### src/rtl/seq_alu_pkg.sv
// Shared opcode map, FSM state type and status-flag struct for the sequential ALU.
package seq_alu_pkg;

  localparam logic [3:0] OP_ADD = 4'b0000;
  localparam logic [3:0] OP_SUB = 4'b1111;
  localparam logic [3:0] OP_AND = 4'b0001;
  localparam logic [3:0] OP_OR  = 4'b0010;
  localparam logic [3:0] OP_XOR = 4'b0100;
  localparam logic [3:0] OP_EQ  = 4'b1000;
  localparam logic [3:0] OP_GT  = 4'b0011;
  localparam logic [3:0] OP_SHL = 4'b0110;
  localparam logic [3:0] OP_SHR = 4'b1100;
  localparam logic [3:0] OP_MUL = 4'b0101;
  localparam logic [3:0] OP_DIV = 4'b0111;

  typedef enum logic [1:0] {
    IDLE = 2'd0,
    BUSY = 2'd1,
    HOLD = 2'd2
  } state_e;

  typedef struct packed {
    logic z;
    logic c;
    logic v;
  } flags_t;

endpackage

### src/rtl/seq_alu_iter.sv
// Iterative datapath: shift-add multiplier, plus a restoring divider when SEQ_ALU_DIV_EN is defined.
// One step per cycle for WIDTH cycles after start; res carries the value produced by the current step.
module seq_alu_iter #(
  parameter int WIDTH = 8
) (
  input  logic               clk,
  input  logic               rst_n,
  input  logic               start,
  input  logic               mode,
  input  logic [WIDTH-1:0]   a,
  input  logic [WIDTH-1:0]   b,
  output logic               done,
  output logic               div_by_zero,
  output logic [2*WIDTH-1:0] res
);

  localparam int CW = (WIDTH > 2) ? $clog2(WIDTH) : 1;
  localparam logic [CW-1:0] LAST = CW'(WIDTH - 1);

  logic               busy_q, busy_d;
  logic [CW-1:0]      cnt_q, cnt_d;
  logic [2*WIDTH-1:0] acc_q, acc_d;
  logic [2*WIDTH-1:0] opa_q, opa_d;
  logic [WIDTH-1:0]   opb_q, opb_d;
  logic [2*WIDTH-1:0] mul_step;
  logic [2*WIDTH-1:0] step_res;

`ifdef SEQ_ALU_DIV_EN
  logic               mode_q, mode_d;
  logic [WIDTH:0]     rem_sh;
  logic [WIDTH:0]     rem_diff;
  logic [2*WIDTH-1:0] div_step;

  // acc holds {remainder, dividend/quotient}; quotient bits shift in from the right
  always_comb begin
    rem_sh   = {acc_q[2*WIDTH-1:WIDTH], acc_q[WIDTH-1]};
    rem_diff = rem_sh - {1'b0, opb_q};
    if (!rem_diff[WIDTH]) begin
      div_step = {rem_diff[WIDTH-1:0], acc_q[WIDTH-2:0], 1'b1};
    end else begin
      div_step = {rem_sh[WIDTH-1:0], acc_q[WIDTH-2:0], 1'b0};
    end
  end

  assign step_res    = mode_q ? div_step : mul_step;
  assign div_by_zero = mode_q && (opb_q == '0);
`else
  logic unused_mode;
  assign unused_mode = mode;
  assign step_res    = mul_step;
  assign div_by_zero = 1'b0;
`endif

  assign mul_step = opb_q[0] ? (acc_q + opa_q) : acc_q;
  assign done     = busy_q && (cnt_q == LAST);
  assign res      = step_res;

  always_comb begin
    busy_d = busy_q;
    cnt_d  = cnt_q;
    acc_d  = acc_q;
    opa_d  = opa_q;
    opb_d  = opb_q;
`ifdef SEQ_ALU_DIV_EN
    mode_d = mode_q;
`endif
    if (start) begin
      busy_d = 1'b1;
      cnt_d  = '0;
      opa_d  = {{WIDTH{1'b0}}, a};
      opb_d  = b;
`ifdef SEQ_ALU_DIV_EN
      mode_d = mode;
      acc_d  = mode ? {{WIDTH{1'b0}}, a} : '0;
`else
      acc_d  = '0;
`endif
    end else if (busy_q) begin
      acc_d = step_res;
      cnt_d = cnt_q + 1'b1;
      if (cnt_q == LAST) begin
        busy_d = 1'b0;
      end
`ifdef SEQ_ALU_DIV_EN
      if (!mode_q) begin
        opa_d = opa_q << 1;
        opb_d = opb_q >> 1;
      end
`else
      opa_d = opa_q << 1;
      opb_d = opb_q >> 1;
`endif
    end
  end

  always_ff @(posedge clk or negedge rst_n) begin
    if (!rst_n) begin
      busy_q <= 1'b0;
      cnt_q  <= '0;
      acc_q  <= '0;
      opa_q  <= '0;
      opb_q  <= '0;
`ifdef SEQ_ALU_DIV_EN
      mode_q <= 1'b0;
`endif
    end else begin
      busy_q <= busy_d;
      cnt_q  <= cnt_d;
      acc_q  <= acc_d;
      opa_q  <= opa_d;
      opb_q  <= opb_d;
`ifdef SEQ_ALU_DIV_EN
      mode_q <= mode_d;
`endif
    end
  end

endmodule

### src/rtl/seq_alu.sv
// Registered WIDTH-bit ALU with valid/ready on both sides, iterative MUL and status flags.
// Optional DIV (opcode 0111) is enabled by defining SEQ_ALU_DIV_EN.
// Handshake: a transfer happens on a rising edge where valid and ready are both 1;
// in_ready = IDLE | (HOLD & out_ready), out_valid = HOLD, results held stable until taken.
module seq_alu
  import seq_alu_pkg::*;
#(
  parameter int WIDTH = 8
) (
  input  logic               clk,
  input  logic               rst_n,
  input  logic               in_valid,
  output logic               in_ready,
  input  logic [WIDTH-1:0]   a,
  input  logic [WIDTH-1:0]   b,
  input  logic [3:0]         sel,
  output logic               out_valid,
  input  logic               out_ready,
  output logic [2*WIDTH-1:0] result,
  output logic               flag_z,
  output logic               flag_c,
  output logic               flag_v,
  output state_e             dbg_state
);

  localparam int SHW = $clog2(WIDTH);
  localparam int RW  = 2 * WIDTH;

  state_e          state_q, state_d;
  logic [RW-1:0]   result_q, result_d;
  flags_t          flags_q, flags_d;

  logic            accept;
  logic            is_iter;
  logic            iter_start;
  logic            iter_mode;
  logic            iter_done;
  logic            iter_dz;
  logic [RW-1:0]   iter_res;

  logic [WIDTH:0]  sum;
  logic [WIDTH:0]  diff;
  logic [SHW-1:0]  shamt;
  logic [RW-1:0]   alu_res;
  flags_t          alu_flags;

`ifdef SEQ_ALU_DIV_EN
  assign is_iter   = (sel == OP_MUL) || (sel == OP_DIV);
  assign iter_mode = (sel == OP_DIV);
`else
  assign is_iter   = (sel == OP_MUL);
  assign iter_mode = 1'b0;
`endif

  seq_alu_iter #(.WIDTH(WIDTH)) u_iter (
    .clk         (clk),
    .rst_n       (rst_n),
    .start       (iter_start),
    .mode        (iter_mode),
    .a           (a),
    .b           (b),
    .done        (iter_done),
    .div_by_zero (iter_dz),
    .res         (iter_res)
  );

  // single-cycle ops; MUL/DIV fall to the default here and are never selected from it
  always_comb begin
    sum       = {1'b0, a} + {1'b0, b};
    diff      = {1'b0, a} - {1'b0, b};
    shamt     = b[SHW-1:0];
    alu_res   = '0;
    alu_flags = '0;
    case (sel)
      OP_ADD: begin
        alu_res     = {{WIDTH{1'b0}}, sum[WIDTH-1:0]};
        alu_flags.c = sum[WIDTH];
        alu_flags.v = (a[WIDTH-1] == b[WIDTH-1]) && (sum[WIDTH-1] != a[WIDTH-1]);
      end
      OP_SUB: begin
        alu_res     = {{WIDTH{1'b0}}, diff[WIDTH-1:0]};
        alu_flags.c = diff[WIDTH];
        alu_flags.v = (a[WIDTH-1] != b[WIDTH-1]) && (diff[WIDTH-1] != a[WIDTH-1]);
      end
      OP_AND:  alu_res = {{WIDTH{1'b0}}, a & b};
      OP_OR:   alu_res = {{WIDTH{1'b0}}, a | b};
      OP_XOR:  alu_res = {{WIDTH{1'b0}}, a ^ b};
      OP_EQ:   alu_res = {RW{a == b}};
      OP_GT:   alu_res = {RW{a > b}};
      OP_SHL:  alu_res = {{WIDTH{1'b0}}, a} << shamt;
      OP_SHR:  alu_res = {{WIDTH{1'b0}}, a >> shamt};
      default: alu_res = '0;
    endcase
    alu_flags.z = (alu_res == '0);
  end

  // state register and result/flag registers
  always_ff @(posedge clk or negedge rst_n) begin
    if (!rst_n) begin
      state_q  <= IDLE;
      result_q <= '0;
      flags_q  <= '0;
    end else begin
      state_q  <= state_d;
      result_q <= result_d;
      flags_q  <= flags_d;
    end
  end

  always_comb begin
    state_d = state_q;
    case (state_q)
      IDLE: begin
        if (accept) state_d = is_iter ? BUSY : HOLD;
      end
      BUSY: begin
        if (iter_done) state_d = HOLD;
      end
      HOLD: begin
        if (accept)         state_d = is_iter ? BUSY : HOLD;
        else if (out_ready) state_d = IDLE;
      end
      default: state_d = IDLE;
    endcase
  end

  always_comb begin
    in_ready   = (state_q == IDLE) || ((state_q == HOLD) && out_ready);
    out_valid  = (state_q == HOLD);
    accept     = in_valid && in_ready;
    iter_start = accept && is_iter;
  end

  always_comb begin
    result_d = result_q;
    flags_d  = flags_q;
    if (accept && !is_iter) begin
      result_d = alu_res;
      flags_d  = alu_flags;
    end else if ((state_q == BUSY) && iter_done) begin
      result_d  = iter_res;
      flags_d.z = (iter_res == '0);
      flags_d.c = 1'b0;
      flags_d.v = iter_dz;
    end
  end

  assign result    = result_q;
  assign flag_z    = flags_q.z;
  assign flag_c    = flags_q.c;
  assign flag_v    = flags_q.v;
  assign dbg_state = state_q;

endmodule

### config.mk
export PLATFORM = sky130hd
export DESIGN_NAME = seq_alu
export DESIGN_NICKNAME = d
export VERILOG_FILES = /design/src/rtl/seq_alu_pkg.sv /design/src/rtl/seq_alu_iter.sv /design/src/rtl/seq_alu.sv
export SDC_FILE = /design/constraint.sdc
export NUM_CORES = 1
export LEC_CHECK = 0
export CAP_MARGIN = 20
export CORE_MARGIN = 4
export CORE_UTILIZATION = 55
export CTS_BUF_LIST = sky130_fd_sc_hd__clkbuf_2
export DETAILED_ROUTE_END_ITERATION = 8
export PLACE_DENSITY = 0.85
export SLEW_MARGIN = 5
export SYNTH_ARGS = -nofsm -noshare
export SYNTH_HDL_FRONTEND = slang
export SYNTH_SLANG_ARGS = --single-unit
### constraint.sdc
create_clock -name clk -period 6.1 [get_ports clk]
set_clock_uncertainty 0.15 [all_clocks]
set_input_delay 0.61 -clock clk [delete_from_list [all_inputs] [get_ports clk]]
set_output_delay 0.61 -clock clk [all_outputs]
set_load 0.01 [all_outputs]
==> flow_metrics.tcl <==
set metrics [dict create \
    combinationalPowerShare 0.576 \
    critPathMaxStageDelay_ns 0.86 \
    place_area_sq_um 6370 \
    rows 37 \
    p_sw_mw 1.04 \
    p_leak_nw 2.78 \
    power.share.sequential 0.309 \
    grt_pass1_wl_mm 28.9 \
    ys_top_cells_by_count "nor2_1 (71), dfrtp_1 (65), nand2_1 (45)" \
    rsz0062_at_grt "no" \
    power.share.switching 0.465 \
    die_w_microns 112 \
    ys_seq_area_frac 0.274 \
    synth-simple-area-share 0.204 \
    endpoint_kind "register" \
    synth_most_common_cell "nor2_1" \
    postCtsResizedCells 0 \
    ant_nets 0 \
    synth_cell_types 84 \
    die_area_sq_um 12500 \
    hold_viol_final 0 \
    finalCritPeriodShare 0.701 \
    pin_count 47 \
    final_layout_size_suffix_gt1_frac 0.0698 \
    power_frac_clock 0.115 \
    syn_avg_cell_area_sq_um 8.55 \
    finalSetupViolations 0 \
    synth.area.top_cells "dfrtp_1 (27%), ha_1 (8.9%), mux2i_1 (6.7%)" \
    firstDrtPassIters 5 \
    grt-ovfl-total 0 \
    clk_transition_reported_paths_ns 0.17 \
    ir_drop_mv 0.312 \
    postCtsSetupBuffers 0 \
    crit_type "in2reg" \
    nets 780 \
    worst_pin_slew_ns 0.980 \
    rr_worst_depth 10 \
    maxCapViolations 0 \
    synth.largest_area_cell "dfrtp_1" \
    antenna_cells 0 \
    start_util 0.569 \
    grt_usage 0.285 \
    yosys_warnings 0 \
    insertion_delay_ns 0.52 \
    yosys_register_bits 65 \
    viasPerCell 6.69 \
    hp-class "in2async" \
    critPathMaxFanout 18 \
    wl_per_cell_microns 21.0 \
    grt_pass1_vias 5490 \
    synth_edf_count 0 \
    via_count 5699 \
    max-clock-path-buffers 2 \
    syn2layout_area_growth_pct 9.20 \
    critPathLaunchType "primary input" \
    relSlewSlack 0.341 \
    place_hpwl_mm 13.2 \
    p_total_mw 2.23 \
    synth_area_sq_um 5930 \
    synthAdderAreaFrac 0.0987 \
    synth-compound-area-share 0.256 \
    drc 0 \
    setup_tns_ns 0 \
    async_reset_ff_frac 1.00 \
    intPower_mw 1.19 \
    path_common_cell "nor4_1" \
    grt_antenna_before_repair 0 \
    synth-xor-area-share 0.0148 \
    timing.final.crit_period_ns 4.28 \
    cts_sinks 65 \
    synth_flop_cell "dfrtp_1" \
    core-area_sq_um 10400 \
    holdBufCountCts 0 \
    grt_max_degree 66 \
    outcome "finished clean" \
    final_util 0.622 \
    yosysTopAreaCellShare 0.274 \
    power_density_nw_per_um2 344 \
    crit_path_top_delay_cell "clkdlybuf4s50_1" \
    cp_data_arrival_time_ns 4.59 \
    cts_buffers 9 \
    max_clock_freq_ghz 0.234 \
    cts_max_level 3 \
    cp_cell_sequence "clkdlybuf4s50_1, clkinv_1, ha_1, nor4_1, a21o_1, o21bai_1, nand3_2, nor4_1, o311a_1, a32o_1, a41o_1" \
    gp_congestion 0.980 \
    wirelength_mm 17.9 \
    syn_nets 763 \
    stdcell_area_sq_um 6480 \
    finalMaxSlewViolations 0 \
    synth_mux_area_frac 0.0928 \
    dieHeight_microns 112 \
    synth_top_family_by_area "compound AO/OA/AOI/OAI gates" \
    numPortBuffers 46 \
    drt_iter0_markers 630 \
    cts_tree "done" \
    cp.required_ns 6.41 \
    synthCells 694 \
    clockRootBuffer "clkbuf_2" \
]
layout by cell type, fill, tap and decap left out, types with 9 or more instances in the layout:
cell type        instances
a211oi_1                23
a21oi_1                 42
ha_1                    42
nand3_1                 26
o21ai_0                 39
clkdlybuf4s50_1         45
nor2_1                  71
nand2_1                 45
a21o_1                  14
clkbuf_2                12
nor3_1                  13
dfrtp_1                 64
nor2b_1                 10
mux2i_1                 40
inv_1                   30
o211ai_1                13
a31oi_1                  9
a221oi_1                 9
o221ai_1                10
path summary, 6_finish.rpt:
path / start / to / slack, ns
max in group asynchronous: rst_n / u_iter.busy_q / 5.10
min reg2reg: flag_v / flag_v / 0.38
max reg2reg: u_iter.opa_q[0] / flag_z / 2.38
max: b[2] / flag_z / 1.82
min in group clk: flag_v / flag_v / 0.38
min: rst_n / u_iter.opb_q[3] / 0.10
final cells by class:
type / count / area (sq um)
Clock buffer: 12 / 60.1
Clock inverter: 4 / 43.8
Fill cell: 928 / 3940
Inverter: 32 / 120
Multi-Input combinational cell: 551 / 3960
Sequential cell: 65 / 1630
Tap cell: 136 / 170
Timing Repair Buffer: 52 / 500
power by group through the flow:
stage               logic, mW  registers, mW  clock network, mW
finish                   1.28          0.688              0.256
global route             1.41          0.705              0.280
CTS                      1.26          0.685              0.258
detailed placement       1.25          0.694                  0
global placement         1.20          0.685                  0
floorplan               0.930          0.665                  0
routing by layer:
metal / part of all wire / wire, microns / vias up / track usage
met5: 0 / 0 / - / 0
met4: 0.029 / 514 / 0 / 0.101
met3: 0.083 / 1480 / 46 / 0.0603
met2: 0.46 / 8170 / 276 / 0.446
met1: 0.43 / 7710 / 2736 / 0.391
li1: - / - / 2641 / -
state kept, by name, indices dropped and copies added, names as in the netlist, 2 cells and up:
register      count
result           16
u_iter.acc_q     16
u_iter.opb_q      8
u_iter.opa_q     16
u_iter.cnt_q      3
dbg_state         2
kinds of logic after synthesis:
logic type,Yosys count
adders and majority gates,45
xor gates and xnor gates,10
DFF,65
muxes,50
and+or+nand+nor,229
buffers and inverters,78
AOI/OAI and AO/OA,217
metrics by stage:
step	cells	setup WS [ns]	hold WS, ns
floorplan	694	2.96	0.164
CTS	852	1.99	0.116
finish	852	1.82	0.102
global placement	836	1.63	0.331
detailed placement	836	1.47	0.344
global route	852	1.55	0.133
worst max-delay path, delay by kind of cell:
kind	cells	cell delay (ns)
buffers and inverters	2	1.33
AOI/OAI and AO/OA	5	0.83
and+or+nand+nor	3	1.27
adders and majority gates	1	0.52
Note: power is estimated with default switching activity, not from simulation.
